[src/rtl/mem_arbiter.sv]
// rtl/mem_arbiter.sv - two-port round-robin arbiter for a shared memory, one transaction outstanding
module mem_arbiter #(
    parameter logic [31:0] BASE_ADDR = 32'h80000000,
    parameter int unsigned MEM_BYTES = 8192,
    parameter int unsigned TIMEOUT   = 255
) (
    input  logic        clk,
    input  logic        rst_n,
    input  logic        if_req_valid,
    input  logic [31:0] if_req_addr,
    output logic        if_req_ready,
    output logic        if_rsp_valid,
    output logic [31:0] if_rsp_data,
    output logic        if_rsp_err,
    input  logic        ls_req_valid,
    input  logic [31:0] ls_req_addr,
    output logic        ls_req_ready,
    output logic        ls_rsp_valid,
    output logic [31:0] ls_rsp_data,
    output logic        ls_rsp_err,
    output logic        mem_req_valid,
    output logic [31:0] mem_req_addr,
    input  logic        mem_req_ready,
    input  logic        mem_rsp_valid,
    input  logic [31:0] mem_rsp_data
);

    typedef enum logic [1:0] {S_IDLE, S_WAIT, S_ERR} state_t;

    localparam int CW = (TIMEOUT < 1) ? 1 : $clog2(TIMEOUT + 1);
    localparam logic [CW-1:0] TMO   = CW'(TIMEOUT);
    // Highest legal word address, computed in 33 bits so the window never wraps.
    localparam logic [32:0]   LIMIT = {1'b0, BASE_ADDR} + 33'(MEM_BYTES) - 33'd4;

    state_t        state_q;
    logic          owner_q;      // 1 = LS owns the outstanding transaction
    logic          last_grant_q; // 1 = LS was served last
    logic [CW-1:0] cnt_q;

    logic          idle;
    logic          any_valid;
    logic          sel_ls;
    logic [31:0]   sel_addr;
    logic          addr_ok;
    logic          grant;
    logic          rsp_fire;
    logic          rsp_is_err;
    logic [31:0]   rsp_word;

    // Requester selection, address legality and the combinational handshake.
    always_comb begin
        idle          = (state_q == S_IDLE) && rst_n;
        any_valid     = if_req_valid || ls_req_valid;
        sel_ls        = ls_req_valid && (!if_req_valid || !last_grant_q);
        sel_addr      = sel_ls ? ls_req_addr : if_req_addr;
        addr_ok       = (sel_addr[1:0] == 2'b00)
                     && ({1'b0, sel_addr} >= {1'b0, BASE_ADDR})
                     && ({1'b0, sel_addr} <= LIMIT);
        mem_req_valid = idle && any_valid && addr_ok;
        mem_req_addr  = sel_addr - BASE_ADDR;
        // Illegal requests are swallowed immediately without touching memory.
        grant         = idle && any_valid && (addr_ok ? mem_req_ready : 1'b1);
        if_req_ready  = grant && !sel_ls;
        ls_req_ready  = grant && sel_ls;
    end

    // Decide whether the outstanding transaction completes this cycle and with what.
    always_comb begin
        rsp_fire   = 1'b0;
        rsp_is_err = 1'b0;
        rsp_word   = 32'h0;
        case (state_q)
            S_WAIT: begin
                if (mem_rsp_valid) begin
                    rsp_fire = 1'b1;
                    rsp_word = mem_rsp_data;
                end else if (cnt_q == TMO) begin
                    rsp_fire   = 1'b1;
                    rsp_is_err = 1'b1;
                end
            end
            S_ERR: begin
                rsp_fire   = 1'b1;
                rsp_is_err = 1'b1;
            end
            default: ;
        endcase
    end

    // Transaction FSM with registered response outputs.
    always_ff @(posedge clk or negedge rst_n) begin
        if (!rst_n) begin
            state_q      <= S_IDLE;
            owner_q      <= 1'b0;
            last_grant_q <= 1'b1;
            cnt_q        <= '0;
            if_rsp_valid <= 1'b0;
            if_rsp_data  <= 32'h0;
            if_rsp_err   <= 1'b0;
            ls_rsp_valid <= 1'b0;
            ls_rsp_data  <= 32'h0;
            ls_rsp_err   <= 1'b0;
        end else begin
            if_rsp_valid <= 1'b0;
            ls_rsp_valid <= 1'b0;
            case (state_q)
                S_IDLE: begin
                    if (grant) begin
                        owner_q      <= sel_ls;
                        last_grant_q <= sel_ls;
                        cnt_q        <= '0;
                        state_q      <= addr_ok ? S_WAIT : S_ERR;
                    end
                end
                S_WAIT: begin
                    if (!rsp_fire) begin
                        cnt_q <= cnt_q + CW'(1);
                    end
                end
                default: ;
            endcase
            if (rsp_fire) begin
                state_q <= S_IDLE;
                if (owner_q) begin
                    ls_rsp_valid <= 1'b1;
                    ls_rsp_data  <= rsp_word;
                    ls_rsp_err   <= rsp_is_err;
                end else begin
                    if_rsp_valid <= 1'b1;
                    if_rsp_data  <= rsp_word;
                    if_rsp_err   <= rsp_is_err;
                end
            end
        end
    end

endmodule

[config.mk]
export PLATFORM = sky130hd
export DESIGN_NAME = mem_arbiter
export DESIGN_NICKNAME = d
export VERILOG_FILES = /design/src/rtl/mem_arbiter.sv
export SDC_FILE = /design/constraint.sdc
export NUM_CORES = 1
export LEC_CHECK = 0
export ABC_CLOCK_PERIOD_IN_PS = 1900
export BUFFER_PORTS_ARGS = -buffer_cell sky130_fd_sc_hd__buf_2
export CAP_MARGIN = 10
export CORE_MARGIN = 4
export CORE_UTILIZATION = 43
export CTS_BUF_LIST = sky130_fd_sc_hd__clkbuf_8
export DETAILED_ROUTE_END_ITERATION = 8
export PLACE_DENSITY_LB_ADDON = 0.12
export SYNTH_ARGS = -nofsm -noshare
export SYNTH_HDL_FRONTEND = slang
export SYNTH_SLANG_ARGS = --single-unit
[constraint.sdc]
create_clock -name clk -period 1.9 [get_ports clk]
set_clock_uncertainty 0.2 [all_clocks]
set_input_delay 0.475 -clock clk [delete_from_list [all_inputs] [get_ports clk]]
set_output_delay 0.475 -clock clk [all_outputs]
set_load 0.005 [all_outputs]
# [Yosys cells after proc, flatten, opt, wreduce, memory -nomap -nowiden]
# Cells that the tools add are included.
[totals] regBits=80 in_bits=102
[op_classes] add_sub_neg=2 n_lt_le_gt_ge=2 eq_ne=5 muxes=20 bitwise=1 reduce_logical=24
[ops] op="32-bit 2-to-1 mux" count=3
[ops] op="32-bit >= comparator (second input constant)" count=1
[ops] op="32-bit less-or-equal comparator (second input constant)" count=1
[ops] op="32-bit subtractor (second input constant)" count=1
[ops] op="8-bit 2-to-1 mux" count=2
[ops] op="8-bit one-hot mux with 2 select lines" count=1
[ops] op="1-bit logical AND" count=9
[ops] op="8-bit by 1-bit adder with 8-bit output (second input constant)" count=1
[ops] op="8-bit == test (second input constant)" count=1
[ops] op="1-bit 2-to-1 mux" count=8
[ops] op="2-bit 2-to-1 mux" count=4
[ops] op="2-bit AND reduction" count=4
[ops] op="2-bit nonzero test" count=3
[ops] op="2-bit logical NOT" count=2
[ops] op="2-bit inequality test (second input constant)" count=2
[ops] op="1-bit one-hot mux with 2 select lines" count=2
[ops] op="1-bit logical NOT" count=3
[ops] op="3-bit AND reduction" count=1
[ops] op="2-bit by 1-bit == test with 1-bit output (second input constant)" count=1
[ops] op="2-bit == test (second input constant)" count=1
[ops] op="1-bit logical OR" count=2
[ops] op="1-bit inverter" count=1

# [Logic depth before layout (Yosys ltp)]
[depth] ltp_word=12 ltp_mapped=9 depth_no_buf=7

# [Worst setup path after synthesis]
# No wires, ideal clock.
[synth_timing] path_type="in2out" startpoint="input port if_req_addr[23]" endpoint="output port if_req_ready" arrival_ns=1.365 required_ns=1.225 setup_slack_ns=-0.140 cell_stages=5 n_path_buf=0 path_cell_list="nor4b_1 -> and4_4 -> o22ai_2 -> o21ai_2 -> nor2_1"
[synth_via] elab_chain_len=7 elab_cells_between_ends=8
[synth_rtl] item="start, declared" line="10" text="input logic [31:0] if_req_addr,"
[synth_rtl] item="32-bit 2-to-1 mux *" line="55" text="sel_addr = sel_ls ? ls_req_addr : if_req_addr;"
[synth_rtl] item="32-bit >= comparator" line="57" text="&& ({1'b0, sel_addr} >= {1'b0, BASE_ADDR})"
[synth_rtl] item="1-bit logical AND" line="57"
[synth_rtl] item="1-bit logical AND *" line="58" text="&& ({1'b0, sel_addr} <= LIMIT);"
[synth_rtl] item="1-bit 2-to-1 mux *" line="62" text="grant = idle && any_valid && (addr_ok ? mem_req_ready : 1'b1);"
[synth_rtl] item="1-bit logical AND *" line="62"
[synth_rtl] item="1-bit logical AND *" line="63" text="if_req_ready = grant && !sel_ls;"
[synth_rtl] item="end, declared" line="11" text="output logic if_req_ready,"
# Every way passes the cells marked *; elsewhere a longest branch is shown, timed or not.

# [Worst setup path after layout]
[layout_timing] startpoint="register last_grant_q" endpoint="output port ls_req_ready"
[layout_via] elab_chain_len=10 elab_cells_between_ends=12
[layout_rtl] item="start, declared" line="37" text="logic last_grant_q;"
[layout_rtl] item="start signal, assigned" line="110" text="last_grant_q <= sel_ls;"
[layout_rtl] item="1-bit logical NOT *" line="54" text="sel_ls = ls_req_valid && (!if_req_valid || !last_grant_q);"
[layout_rtl] item="1-bit logical OR *" line="54"
[layout_rtl] item="1-bit logical AND *" line="54"
[layout_rtl] item="32-bit 2-to-1 mux" line="55"
[layout_rtl] item="32-bit >= comparator / 2-bit logical NOT (equally long branches)" line="57, 56"
[layout_rtl] item="1-bit logical AND" line="57"
[layout_rtl] item="1-bit logical AND" line="58"
[layout_rtl] item="1-bit 2-to-1 mux" line="62"
[layout_rtl] item="1-bit logical AND" line="62"
[layout_rtl] item="1-bit logical AND *" line="64" text="ls_req_ready = grant && sel_ls;"
[layout_rtl] item="end, declared" line="17" text="output logic ls_req_ready,"
# Marked as above.

==> parameters.txt <==
Parameter                              Value

Finish
  Syn-to-layout area delta    58.4%
  Proportion of layout cells with a drive suffix above 1    0.613
  Ant diodes    0
  Area occupied by multi-input gates    0.00245 mm²
  Filler Cells Inserted    713
  Layout Utilization    0.710
  Layout Cell Area excl Fill    0.00665 mm²
  Net total in the final layout    760
  FF+latch area    0.00200 mm²

Logic synthesis
  Post-synthesis instance total    387
  Mapped Avg Cell Area    10.9 µm²
  Synth Area in Compound Gates    0.0617
  Top flip-flop cell by instance count after synthesis    dfrtp_1
  Basic-gate share of the synthesized area counting and, or, nand and nor cells    0.195
  Count of yosys warnings during synthesis    0
  EDFF count, synth    0
  Sequential fraction of the synthesis area    0.477
  Unique masters post-synth    43
  Dominant combinational cell family by area after synthesis    multiplexers
  Post-synthesis mux area share    0.211
  Async set-reset flop share out of synthesis    1.00
  Synthesized cell area    0.00420 mm²
  #FFs+latches synth    80
  Syn nets    493
  Adder-Cell Fraction of Synth Area    0.0119
  XOR/XNOR share of the synthesized area    0

Pwr
  Share of power burned in combinational logic    0.496
  Int Power    4870 µW
  Share of total power in sequential cells    0.330
  Power density relative to cell area    1110 mW/mm²
  Static leakage    0.00397 µW
  Sw power    2530 µW
  Switching portion of total power    0.342
  Clock power share    0.174
  Maximum vdd ir drop    0.521 mV

Detailed routing
  DR iter-0 viols    215
  Antenna Nets Post-Route    0
  Number of DRC violations after detailed routing    0
  Vias/cell    5.20
  Wire length per cell    18.2 µm
  First-pass iteration count of the detailed router    4
  Overall via count from detail_route    4094
  Final routed wirelength across all metal layers    14300 µm

Timing
  Final Cycle Share    1.29
  Final setup violation count    112
  Setup WS post-layout    -556 ps
  Final setup TNS    -35570 ps
  Final hold vios    0
  Unrepaired setup endpoints after global routing    yes
  Final Slew Violations    0
  Worst-case hold slack    221 ps
  Minimum period implied by the final worst setup slack    2460 ps
  Slew HR    0.337
  Transition time at the pin with the least slew margin    995 ps
  Fmax    407 MHz

CTS
  CTS Buf Count    9
  Largest buffer count on any clock path    2
  Count of hold-fix buffers inserted at cts    0
  Root cell of the clock tree    clkbuf_8
  Clock tree from TritonCTS    done
  Clock insertion delay at the later pin of the skew report    350 ps
  Clock slew seen by the registers of the worst setup and hold paths    90 ps
  Num Clock Sinks    80
  Count of H-tree levels built during CTS    3

Setup path
  CP Class    reg -> out
  Capturing point of the worst reg2reg path    cnt_q[5]$_DFFE_PN0P_
  Worst reg2reg path startpoint    state_q[0]$_DFFE_PN0P_
  CP startpoint kind    flop
  WP data arrival    1780 ps
  Maximum fanout along the worst path    3
  Data required time of the critical path    1220 ps
  CP Capture Type    output pin
  Worst R2R Setup Slack    -400 ps
  Logic depth of the worst register-to-register path    10

Floorplan
  Height of the die    107 µm
  Initial core utilization    0.448
  Area of the die    0.0114 mm²
  Core Region    0.00937 mm²
  Die W    107 µm
  Num rows    35
  Number of top-level pins    205

Hold path
  Class of the worst hold path    in -> async

Flow run
  Max capacitance violation total    0

GRT
  First-pass GRT wire length    21600 µm
  Number of antenna violations at the first check in global routing    0
  Number of global-route vias before repair    4236
  Overall track demand over capacity in global routing    0.239
  Grt ovf    0
  Maximum number of pins on one net before global-route repair    81

Placed design
  Placed Instance Area    0.00568 mm²
  Placed wire-length estimate after detailed placement    9340 µm
  Routability Congestion    0.894
  Port bufs    204

Outcome
  Violations in the final reports    setup timing
  Run status    complete, but fails checks
critical path: stages, from the launching register on:
cell,delay (ps)
dfstp_2,540
a21bo_1,180
and4_4,260
o22ai_4,90
o21ai_4,170
nor2_1,70
buf_2,130
per-layer routing:
layer	routed length, µm	share of wire	GRT usage	up-vias
met1	5610	0.39	0.286	1990
met4	452	0.032	0.0913	0
met2	7190	0.50	0.409	173
met3	1090	0.076	0.0662	32
met5	0	0	0	-
li1	-	-	-	1899
registers in the layout, indices dropped and copies added, names as in the netlist:
register / count
if_rsp_data: 32
ls_rsp_data: 32
cnt_q: 8
state_q: 2
if_rsp_err: 1
if_rsp_valid: 1
last_grant_q: 1
ls_rsp_err: 1
ls_rsp_valid: 1
owner_q: 1
synthesized netlist by cell type, types with 2 or more instances:
cell | instances | share of area
nor4_1 | 6 | 0.0089
nand4_1 | 2 | 0.0030
dfrtp_1 | 79 | 0.47
nor2b_1 | 3 | 0.0045
nand2b_1 | 2 | 0.0030
nor3_1 | 2 | 0.0024
and2_1 | 3 | 0.0045
o21ai_0 | 5 | 0.0060
a21oi_1 | 3 | 0.0036
o31ai_1 | 10 | 0.018
nand3_1 | 6 | 0.0072
o41ai_1 | 2 | 0.0042
inv_1 | 6 | 0.0054
mux2_2 | 39 | 0.10
and3_1 | 33 | 0.049
nor2_1 | 7 | 0.0063
buf_2 | 2 | 0.0024
nand2_1 | 98 | 0.088
and4_1 | 3 | 0.0063
buf_6 | 9 | 0.024
nor4b_1 | 2 | 0.0042
clkbuf_1 | 13 | 0.012
mux2_4 | 29 | 0.10
ha_1 | 4 | 0.012
cell families (layout without fill, tap and decap cells):
logic type,after synthesis,after routing
AOI/OAI and AO/OA,33,35
buffers and inverters,30,300
and+or+nand+nor,171,171
adders and majority gates,4,4
DFF,80,80
muxes,69,69
cell usage in the layout, fill, tap and decap left out, types with 3 or more instances in the layout:
| master | count |
|---|---|
| clkinvlp_4 | 3 |
| and3_1 | 33 |
| mux2_4 | 66 |
| nand2_1 | 98 |
| dfrtp_1 | 79 |
| inv_1 | 3 |
| buf_2 | 203 |
| inv_6 | 3 |
| buf_4 | 53 |
| a21oi_1 | 3 |
| o31ai_4 | 6 |
| nor4_1 | 5 |
| and4_4 | 4 |
| buf_12 | 11 |
| and2_1 | 3 |
| clkbuf_8 | 9 |
| ha_2 | 3 |
| buf_6 | 6 |
| nand3_1 | 6 |
| nor2_1 | 6 |
| o21ai_1 | 3 |
worst max-delay path by stage:
stage	end	start	slack, ps	cells after the start
after global routing	mem_req_valid	last_grant_q$_DFFE_PN1P_	-630	6
after CTS	ls_req_ready	last_grant_q$_DFFE_PN1P_	-540	6
final	ls_req_ready	last_grant_q$_DFFE_PN1P_	-560	6
after detailed placement	if_req_ready	if_req_addr[21]	-560	7
after global placement	if_req_ready	if_req_addr[21]	-540	7
after floorplan	if_req_ready	ls_req_valid	-130	6
metrics by stage:
step	instances	total power [µW]	setup slack, ps
2_1_floorplan	387	3990	-135
3_3_place_gp	742	5080	-541
3_5_place_dp	742	5140	-564
4_1_cts	781	7320	-544
5_1_grt	788	7790	-629
6_report	788	7400	-556
power by group through the flow:
| stage | Sequential [µW] | Clock (µW) | Combinational, µW |
|---|---|---|---|
| 2_1_floorplan | 2480 | 0 | 1510 |
| 3_3_place_gp | 2430 | 0 | 2650 |
| 3_5_place_dp | 2450 | 0 | 2690 |
| 4_1_cts | 2440 | 1310 | 3570 |
| 5_1_grt | 2500 | 1380 | 3910 |
| 6_report | 2440 | 1290 | 3670 |
timing repair:
item / in CTS / in global routing
setup endpoints to repair: 111 / 114
setup buffers: 17 / 9
gates resized for setup: 80 / 18
pin swaps: 15 / 11
gates cloned: 7 / 2
layout make-up:
| type | instances | share of cell area |
|---|---|---|
| clock buffer | 9 | 0.0186 |
| timing repair buffer | 278 | 0.272 |
| tap | 129 | 0.0243 |
| clock inverter | 7 | 0.0118 |
| multi-input combinational | 279 | 0.368 |
| sequential | 80 | 0.301 |
| inverter | 6 | 0.00414 |
Note: power is estimated with default switching activity, not from simulation.
